==> config.mk <==
export PLATFORM = sky130hd
export DESIGN_NAME = fft_peak_detect
export DESIGN_NICKNAME = d
export VERILOG_FILES = /design/src/rtl/fft_pkg.sv /design/src/rtl/fft_mag_sq.sv /design/src/rtl/fft_peak_detect.sv
export SDC_FILE = /design/constraint.sdc
export NUM_CORES = 2
export LEC_CHECK = 0
export ABC_AREA = 1
export CAP_MARGIN = 20
export CORE_MARGIN = 8
export CORE_UTILIZATION = 60
export CTS_BUF_LIST = sky130_fd_sc_hd__clkbuf_8
export DETAILED_ROUTE_END_ITERATION = 6
export PLACE_DENSITY = 0.78
export SLEW_MARGIN = 20
export SYNTH_ARGS = -nofsm -noshare
export SYNTH_HDL_FRONTEND = slang
export SYNTH_SLANG_ARGS = --single-unit
export TNS_END_PERCENT = 50
==> constraint.sdc <==
create_clock -name clk -period 11.85 [get_ports clk]
set_clock_uncertainty 0.2 [all_clocks]
set_input_delay 2.37 -clock clk [delete_from_list [all_inputs] [get_ports clk]]
set_output_delay 2.37 -clock clk [all_outputs]
set_load 0.01 [all_outputs]
==> src/rtl/fft_pkg.sv <==
// Package: fft_pkg
// Shared constants and types for the FFT peak detector.
//   FFT_N        bins per frame (power of 2)
//   FFT_W        signed width of each FFT output component
//   MAG_W        unsigned width of a squared magnitude (2*FFT_W+1)
//   cplx_t       one complex FFT sample
//   peak_state_t capture FSM states
package fft_pkg;

  localparam int unsigned FFT_N = 32;
  localparam int unsigned FFT_W = 16;
  localparam int unsigned MAG_W = 2 * FFT_W + 1;

  typedef struct packed {
    logic signed [FFT_W-1:0] re;
    logic signed [FFT_W-1:0] im;
  } cplx_t;

  typedef enum logic [1:0] {
    IDLE,
    CAPT,
    DRAIN
  } peak_state_t;

endpackage

==> src/rtl/fft_mag_sq.sv <==
// Module: fft_mag_sq
// Pipelined squared magnitude |x|^2 = re^2 + im^2 with valid and bin index carried alongside.
//   S0 registers the sample, S1 registers both squares, and the sum is formed combinationally
//   from S1 so that the consumer can compare and register it in the same cycle.
// Ports:
//   clk        in   rising-edge clock
//   reset      in   asynchronous, active-low
//   in_valid   in   sample present this edge
//   in_re      in   W-bit signed real part
//   in_im      in   W-bit signed imaginary part
//   in_idx     in   bin index of the sample
//   out_valid  out  out_sum/out_idx hold a valid bin
//   out_idx    out  bin index belonging to out_sum
//   out_sum    out  MAG_W-bit unsigned squared magnitude
module fft_mag_sq
  import fft_pkg::*;
#(
  parameter int unsigned W     = FFT_W,
  parameter int unsigned IDX_W = 5,
  parameter int unsigned SUM_W = 2 * W + 1
) (
  input  logic                clk,
  input  logic                reset,
  input  logic                in_valid,
  input  logic signed [W-1:0] in_re,
  input  logic signed [W-1:0] in_im,
  input  logic [IDX_W-1:0]    in_idx,
  output logic                out_valid,
  output logic [IDX_W-1:0]    out_idx,
  output logic [SUM_W-1:0]    out_sum
);

  localparam int unsigned PW = 2 * W;

  logic                s0_valid;
  logic signed [W-1:0] s0_re;
  logic signed [W-1:0] s0_im;
  logic [IDX_W-1:0]    s0_idx;

  logic                s1_valid;
  logic [PW-1:0]       s1_re_sq;
  logic [PW-1:0]       s1_im_sq;
  logic [IDX_W-1:0]    s1_idx;

  // Signed squares are never negative and peak at 2^(2W-2), so 2W unsigned bits hold them.
  logic signed [PW-1:0] re_sq;
  logic signed [PW-1:0] im_sq;

  assign re_sq = s0_re * s0_re;
  assign im_sq = s0_im * s0_im;

  always_ff @(posedge clk or negedge reset) begin
    if (!reset) begin
      s0_valid <= 1'b0;
      s0_re    <= '0;
      s0_im    <= '0;
      s0_idx   <= '0;
    end else begin
      s0_valid <= in_valid;
      s0_re    <= in_re;
      s0_im    <= in_im;
      s0_idx   <= in_idx;
    end
  end

  always_ff @(posedge clk or negedge reset) begin
    if (!reset) begin
      s1_valid <= 1'b0;
      s1_re_sq <= '0;
      s1_im_sq <= '0;
      s1_idx   <= '0;
    end else begin
      s1_valid <= s0_valid;
      s1_re_sq <= re_sq;
      s1_im_sq <= im_sq;
      s1_idx   <= s0_idx;
    end
  end

  assign out_valid = s1_valid;
  assign out_idx   = s1_idx;
  assign out_sum   = SUM_W'(s1_re_sq) + SUM_W'(s1_im_sq);

endmodule

==> src/rtl/fft_peak_detect.sv <==
// Module: fft_peak_detect
// Captures the N-bin complex burst following each rising edge of in_done, computes the squared
// magnitude of every bin and offers the strongest bin (lowest index on ties) on a valid/ready port.
// Build option: define PEAK_SKIP_DC_EN to exclude bin 0 from the search (best seeded by bin 1).
// Ports:
//   clk         in   rising-edge clock
//   reset       in   asynchronous, active-low
//   in_re       in   W-bit signed FFT real output
//   in_im       in   W-bit signed FFT imaginary output
//   in_done     in   FFT all-done level; its rising edge starts a capture
//   peak_idx    out  bin index of the maximum
//   peak_mag    out  squared magnitude of that bin
//   peak_valid  out  result available
//   peak_ready  in   consumer accepts the result
//   busy        out  capture or pipeline in flight
//   overrun     out  sticky: an unaccepted result was replaced
module fft_peak_detect
  import fft_pkg::*;
#(
  parameter int unsigned N     = FFT_N,
  parameter int unsigned W     = FFT_W,
  parameter int unsigned IDX_W = $clog2(N),
  parameter int unsigned MAG_W = 2 * W + 1
) (
  input  logic                clk,
  input  logic                reset,
  input  logic signed [W-1:0] in_re,
  input  logic signed [W-1:0] in_im,
  input  logic                in_done,
  output logic [IDX_W-1:0]    peak_idx,
  output logic [MAG_W-1:0]    peak_mag,
  output logic                peak_valid,
  input  logic                peak_ready,
  output logic                busy,
  output logic                overrun
);

  peak_state_t state_q, state_d;
  logic [IDX_W-1:0] bin_cnt_q, bin_cnt_d;
  logic [1:0]       drain_cnt_q, drain_cnt_d;
  logic             done_q;
  logic             start;
  logic             capture;
  logic             load;

  logic             mq_valid;
  logic [IDX_W-1:0] mq_idx;
  logic [MAG_W-1:0] mq_sum;

  logic [IDX_W-1:0] best_idx_q;
  logic [MAG_W-1:0] best_mag_q;
  logic             best_upd;

  assign start   = in_done & ~done_q & (state_q == IDLE);
  assign capture = start | (state_q == CAPT);
  assign busy    = (state_q != IDLE);

  always_ff @(posedge clk or negedge reset) begin
    if (!reset) begin
      done_q      <= 1'b0;
      state_q     <= IDLE;
      bin_cnt_q   <= '0;
      drain_cnt_q <= '0;
    end else begin
      done_q      <= in_done;
      state_q     <= state_d;
      bin_cnt_q   <= bin_cnt_d;
      drain_cnt_q <= drain_cnt_d;
    end
  end

  // bin_cnt_q is the index of the bin sampled this edge; it wraps back to 0 after bin N-1.
  // The result loads on the third edge after bin N-1 is sampled, once bin N-1 has reached best.
  always_comb begin
    state_d     = state_q;
    bin_cnt_d   = bin_cnt_q;
    drain_cnt_d = drain_cnt_q;
    load        = 1'b0;
    unique case (state_q)
      IDLE: begin
        if (start) begin
          state_d   = CAPT;
          bin_cnt_d = bin_cnt_q + 1'b1;
        end
      end
      CAPT: begin
        bin_cnt_d = bin_cnt_q + 1'b1;
        if (bin_cnt_q == IDX_W'(N - 1)) begin
          state_d     = DRAIN;
          drain_cnt_d = '0;
        end
      end
      DRAIN: begin
        drain_cnt_d = drain_cnt_q + 1'b1;
        if (drain_cnt_q == 2'd2) begin
          load        = 1'b1;
          state_d     = IDLE;
          drain_cnt_d = '0;
        end
      end
      default: begin
        state_d = IDLE;
      end
    endcase
  end

  fft_mag_sq #(
    .W     (W),
    .IDX_W (IDX_W),
    .SUM_W (MAG_W)
  ) u_mag_sq (
    .clk       (clk),
    .reset     (reset),
    .in_valid  (capture),
    .in_re     (in_re),
    .in_im     (in_im),
    .in_idx    (bin_cnt_q),
    .out_valid (mq_valid),
    .out_idx   (mq_idx),
    .out_sum   (mq_sum)
  );

  // The first competing bin of a frame always seeds best; later bins must be strictly greater,
  // so the lowest index wins a tie.
`ifdef PEAK_SKIP_DC_EN
  assign best_upd = mq_valid && (mq_idx != '0) &&
                    ((mq_sum > best_mag_q) || (mq_idx == IDX_W'(1)));
`else
  assign best_upd = mq_valid && ((mq_sum > best_mag_q) || (mq_idx == '0));
`endif

  always_ff @(posedge clk or negedge reset) begin
    if (!reset) begin
      best_idx_q <= '0;
      best_mag_q <= '0;
    end else if (best_upd) begin
      best_idx_q <= mq_idx;
      best_mag_q <= mq_sum;
    end
  end

  // A load wins over a same-edge accept; replacing an unaccepted result flags overrun.
  always_ff @(posedge clk or negedge reset) begin
    if (!reset) begin
      peak_idx   <= '0;
      peak_mag   <= '0;
      peak_valid <= 1'b0;
      overrun    <= 1'b0;
    end else if (load) begin
      peak_idx   <= best_idx_q;
      peak_mag   <= best_mag_q;
      peak_valid <= 1'b1;
      if (peak_valid && !peak_ready) begin
        overrun <= 1'b1;
      end
    end else if (peak_valid && peak_ready) begin
      peak_valid <= 1'b0;
    end
  end

endmodule

Word-level counts from Yosys, hierarchy flattened:

Index checks and enable logic that the tools add are counted.

* flip-flop bits (word level): 196
* bits in latches: 0
* RAM bits: 0
* ROM bits: 0
* input bits: 36
* output and inout port bits: 41
* logic and storage cells: 63
* memories kept: 0

* add/sub/neg operators: 3
* multiply operators: 2
* divide/modulo/power cells: 0
* order comparisons: 1
* equal/unequal tests: 7
* shift operators: 0
* multiplexer cells: 13
* bitwise logic cells: 4
* reductions and logical operators: 15

Operators by type and width (count)
* $mul A16 B16 Y32: 2
* $add A32 B32 Y33: 1
* $gt A33 B33 Y1: 1
* $mux W2: 5
* $pmux W5 S2: 1
* $reduce_bool A2 Y1: 4
* $pmux W2 S3: 1
* $reduce_and A2 Y1: 3
* $add A5 B1 Y5 const B: 1
* $eq A5 B5 Y1 const B: 1
* $logic_not A5 Y1: 1
* $mux W5: 1
* $eq A2 B2 Y1 const B: 2
* $mux W1: 4
* $ne A2 B2 Y1 const B: 2
* $pmux W2 S2: 1
* $logic_and A1 B1 Y1: 3
* $reduce_and A3 Y1: 1
* $add A2 B1 Y2 const B: 1
* $and A1 B1 Y1: 2
* $eq A2 B1 Y1 const B: 1
* $logic_not A2 Y1: 1
* $ne A2 B1 Y1 const B: 1
* $logic_not A1 Y1: 1
* other kinds (3): 3

Longest topological paths before layout:

* depth in word-level cells: 5
* depth in mapped cells: 27
* depth with buffers taken out: 25

Modules after synthesis:

From an unflattened synthesis, not the netlist that was laid out.

* cell total of the unflattened synthesis: 3611
* area, all modules: 28770.1 um^2

Modules (own cells, without submodules)
* fft_mag_sq: instances 1, cells each 3106, area each 24461.0 um^2, seq. area each 2652.5 um^2
* fft_peak_detect: instances 1, cells each 505, area each 4309.1 um^2, seq. area each 2202.1 um^2

Worst setup path after synthesis:

Ideal clock, no wire load.

* path kind: register to register
* from: register u_mag_sq.s0_re[15]
* to: register u_mag_sq.s1_re_sq[31]
* library setup time: 117 ps
* arrival: 5663 ps
* data required time: 11533 ps
* setup slack: 5871 ps
* cell stages (with the launch flop): 22
* buffers on the path: 2
* clock period less this slack: 5979 ps
* path through: dfrtp_1 clkbuf_1 buf_1 nand2_1 fa_1 inv_1 fa_1 inv_1 fa_1 fa_1 fa_1 fa_1 inv_1 ha_1 inv_1 nor3_1 nand2_1 or2_2 nand3_1 nand2_1 inv_1 nor2_1

* cells in the longest elaborated chain, start to end: 1

RTL lines
* from (decl): RTL line fft_mag_sq.sv:36 `logic signed [W-1:0] s0_re;`
* from (signal assigned): RTL line fft_mag_sq.sv:60 `s0_re <= in_re;`
* $mul A16 B16 Y32: RTL line fft_mag_sq.sv:49 `assign re_sq = s0_re * s0_re;`
* named net u_mag_sq.re_sq[31]: RTL line fft_mag_sq.sv:46 `logic signed [PW-1:0] re_sq;`
* to (signal assigned): RTL line fft_mag_sq.sv:74 `s1_re_sq <= re_sq;`
* to (decl): RTL line fft_mag_sq.sv:41 `logic [PW-1:0] s1_re_sq;`

The timed path passes the listed nets, and every way through them passes these cells.
A chain may end at the register's enable or synchronous reset.

Worst setup path in the final report:

* from: register u_mag_sq.s0_re[15]
* to: register u_mag_sq.s1_re_sq[29]

The elaborated chain is that of the path after synthesis.

==> qor.txt <==
First-pass GRT wire length -> 108100 um
Core area -> 45280 um^2
Initial Utilization -> 60.62%
Fill cells -> 3838
Top-area cell type share of the netlist area -> 34.06%
Congestion Overflow GR -> 0
Multi-input gate area -> 18870 um^2
Vias in the first global route -> 22080
Ys flop type -> dfrtp_1
Routed len/inst -> 16.32 um
DRT Pass-1 Iters -> 5
Initial DRC Count -> 1485
Synth top area cells -> fa_1 34%, dfrtp_1 18%, inv_1 12%
Outcome -> complete, no violations
Residual DRC -> 0
Synthesis-stage register bit count -> 194
DIE WIDTH -> 229.9 um
PostCTS Resize Cnt -> 0
Min-Delay Path Class -> flip-flop to flip-flop
Sequential share of the synthesized area -> 17.69%
Initial antenna violation count -> 0
Crit. End Element -> flip-flop
GP Congestion -> 0.9131
Clock sink total -> 194
Synth Instances -> 3261
Unrepaired setup endpoints after global routing -> false
Worst Tran Pin Value -> 0.9551 ns
I/O Pins -> 77
Root Driver -> clkbuf_8
Port bufs -> 76
Clock period minus worst slack -> 6.929 ns
Fin crit share -> 58.47%
Hold Fails Final Rpt -> 0
Final-report max-slew violation count -> 0
TritonCTS clock tree -> yes
CP arrival -> 7.19 ns
Syn Area/Cell -> 8.417 um^2
Total GRT Usage -> 25.25%
Cell area after synthesis -> 27450 um^2
Vias/cell -> 5.272
Worst skew pair latency -> 0.58 ns
Routed Antenna Nets -> 0
Share of layout cells above drive strength 1 -> 1.795%
Async S/R FF share, synth -> 100.0%
Post-layout nets -> 4021
Die Y -> 229.9 um
Synth-to-layout area growth -> 5.648%
Number of flops mapped to enable cells by yosys -> 0
Post-CTS Hold Fix Bufs -> 0
Fin area -> 29000 um^2
Via count -> 20490
Required @ worst endpoint -> 12.11 ns
DP HPWL -> 54160 um
TritonCTS Buffers -> 17
Final setup margin -> 4.921 ns
Highest Clock Rate -> 0.1443 GHz
Syn nets -> 4008
Post-CTS setup buffers -> 0
# Max-Cap Violations -> 0
Endpoints failing setup -> 0
Crit Path Class -> flip-flop to flip-flop
Largest area contributor in the netlist -> fa_1
Placed cell area -> 28620 um^2
CTS H-tree depth -> 4
Number of distinct library cells after synthesis -> 40
CP Max Fanout -> 23
# rows -> 78
Slew HR -> 36.23%
Final wirelength -> 63430 um
Largest net degree at the start of global routing -> 73
Place WS -> 5.082 ns
Register Area -> 4855 um^2
Sum of negative setup slack -> 0 ns
Ys Warns -> 0
Longest Clk Path Bufs -> 2
Clock transition at path regs -> 0.11 ns
Die ar. -> 52850 um^2
CP Launch Type -> flip-flop
==> cell type report <==
class | instances | area share (%)
flip-flops and latches | 194 | 16.74
repair buffers | 80 | 2.740
inverters | 894 | 11.57
clock inverters | 14 | 0.4832
multi-input cells | 2087 | 65.06
well taps | 600 | 2.589
clock buffers | 17 | 0.8068
diodes | 1 | 0.008629
==> path summary, 6_finish.rpt <==
kind / from / endpoint / slack (ns) / cells after the start
worst max-delay path: u_mag_sq.s0_re[15]$_DFF_PN0_ / u_mag_sq.s1_re_sq[29]$_DFF_PN0_ / 4.92 / 18
worst min-delay path: u_mag_sq.s0_idx[3]$_DFF_PN0_ / u_mag_sq.out_idx[3]$_DFF_PN0_ / 0.17 / 0
worst max register to register: u_mag_sq.s0_re[15]$_DFF_PN0_ / u_mag_sq.s1_re_sq[29]$_DFF_PN0_ / 4.92 / 18
worst min register to register: u_mag_sq.s0_idx[3]$_DFF_PN0_ / u_mag_sq.out_idx[3]$_DFF_PN0_ / 0.17 / 0
max in group asynchronous: reset / best_mag_q[28]$_DFFE_PN0P_ / 8.53 / 2
min in group asynchronous: reset / u_mag_sq.s0_im[8]$_DFF_PN0_ / 1.51 / 1
==> stage by stage <==
stage	hold slack, ns	utilization, %	std cells
2_1_floorplan	0.1312	-	3261
6_report	0.1703	64.04	3887
4_1_cts	0.1713	64.03	3886
3_5_place_dp	0.1378	63.21	3855
3_3_place_gp	0.1386	63.21	3855
5_1_grt	0.1775	64.03	3886
==> synthesized netlist by cell type (all sizes together), types with 22 or more instances <==
library cell,count
a21oi,114
clkbuf,75
dfrtp,194
fa,467
ha,244
inv,893
nand2,710
nand3,106
nand4,29
nor2,132
nor3,24
o21ai,83
o21bai,22
xnor2,40
xor2,66
==> kinds of logic after synthesis <==
family / Yosys count / synth area share [%]
AOI/OAI and AO/OA: 249 / 5.037
xor gates and xnor gates: 106 / 3.382
adders and majority gates: 711 / 45.18
buffers and inverters: 980 / 13.58
DFF: 194 / 17.69
muxes: 3 / 0.1231
and+or+nand+nor: 1018 / 15.01
==> metal layers <==
layer  vias to the layer above  global-route usage (%)  part of all wire (%)
met5                         -                       0                     0
met2                       632                   42.13                    49
met1                     10110                   33.21                    42
met4                         0                   9.305                   3.1
met3                       126                   3.878                   5.8
li1                       9627                       -                     -
==> registers in the layout (all words and copies together) (netlist names) <==
name / flops
peak_valid: 1
u_mag_sq.s1_im_sq: 31
u_mag_sq.s0_valid: 1
bin_cnt_q: 5
state_q: 2
peak_idx: 5
u_mag_sq.out_valid: 1
u_mag_sq.s0_idx: 5
u_mag_sq.s0_im: 16
peak_mag: 33
best_idx_q: 5
done_q: 1
u_mag_sq.s0_re: 16
overrun: 1
u_mag_sq.out_idx: 5
drain_cnt_q: 2
best_mag_q: 33
u_mag_sq.s1_re_sq: 31
==> worst max-delay path, stage by stage (launching register included) <==
cell,delay [ns]
dfrtp_1,0.91
nand2_1,0.24
inv_1,0.14
fa_1,0.57
fa_1,0.75
inv_1,0.19
fa_1,0.53
inv_1,0.06
fa_1,0.49
fa_1,0.49
inv_1,0.05
fa_1,0.48
inv_1,0.04
ha_1,0.35
nand2_1,0.12
nor4_1,0.51
o21ai_0,0.40
nand4_1,0.19
nand2_1,0.07
==> placed cells by master (no fill, tap or decap), types with 3 or more instances in the layout <==
master / instances
inv_1: 891
nand2_1: 708
fa_1: 467
ha_1: 244
dfrtp_1: 194
nor2_1: 129
a21oi_1: 114
nand3_1: 106
o21ai_0: 82
clkdlybuf4s50_1: 75
xor2_1: 66
xnor2_1: 40
nand4_1: 29
nor3_1: 23
o21bai_1: 22
clkbuf_8: 18
a21o_1: 12
or2_2: 7
inv_6: 5
a31o_2: 4
nor4_1: 4
buf_4: 4
a31oi_1: 3
mux2_2: 3
nand3b_1: 3
nor2_2: 3
inv_8: 3
Power is not shown: default switching activity piles up to over one toggle a cycle in this logic, so the estimate is an artifact.
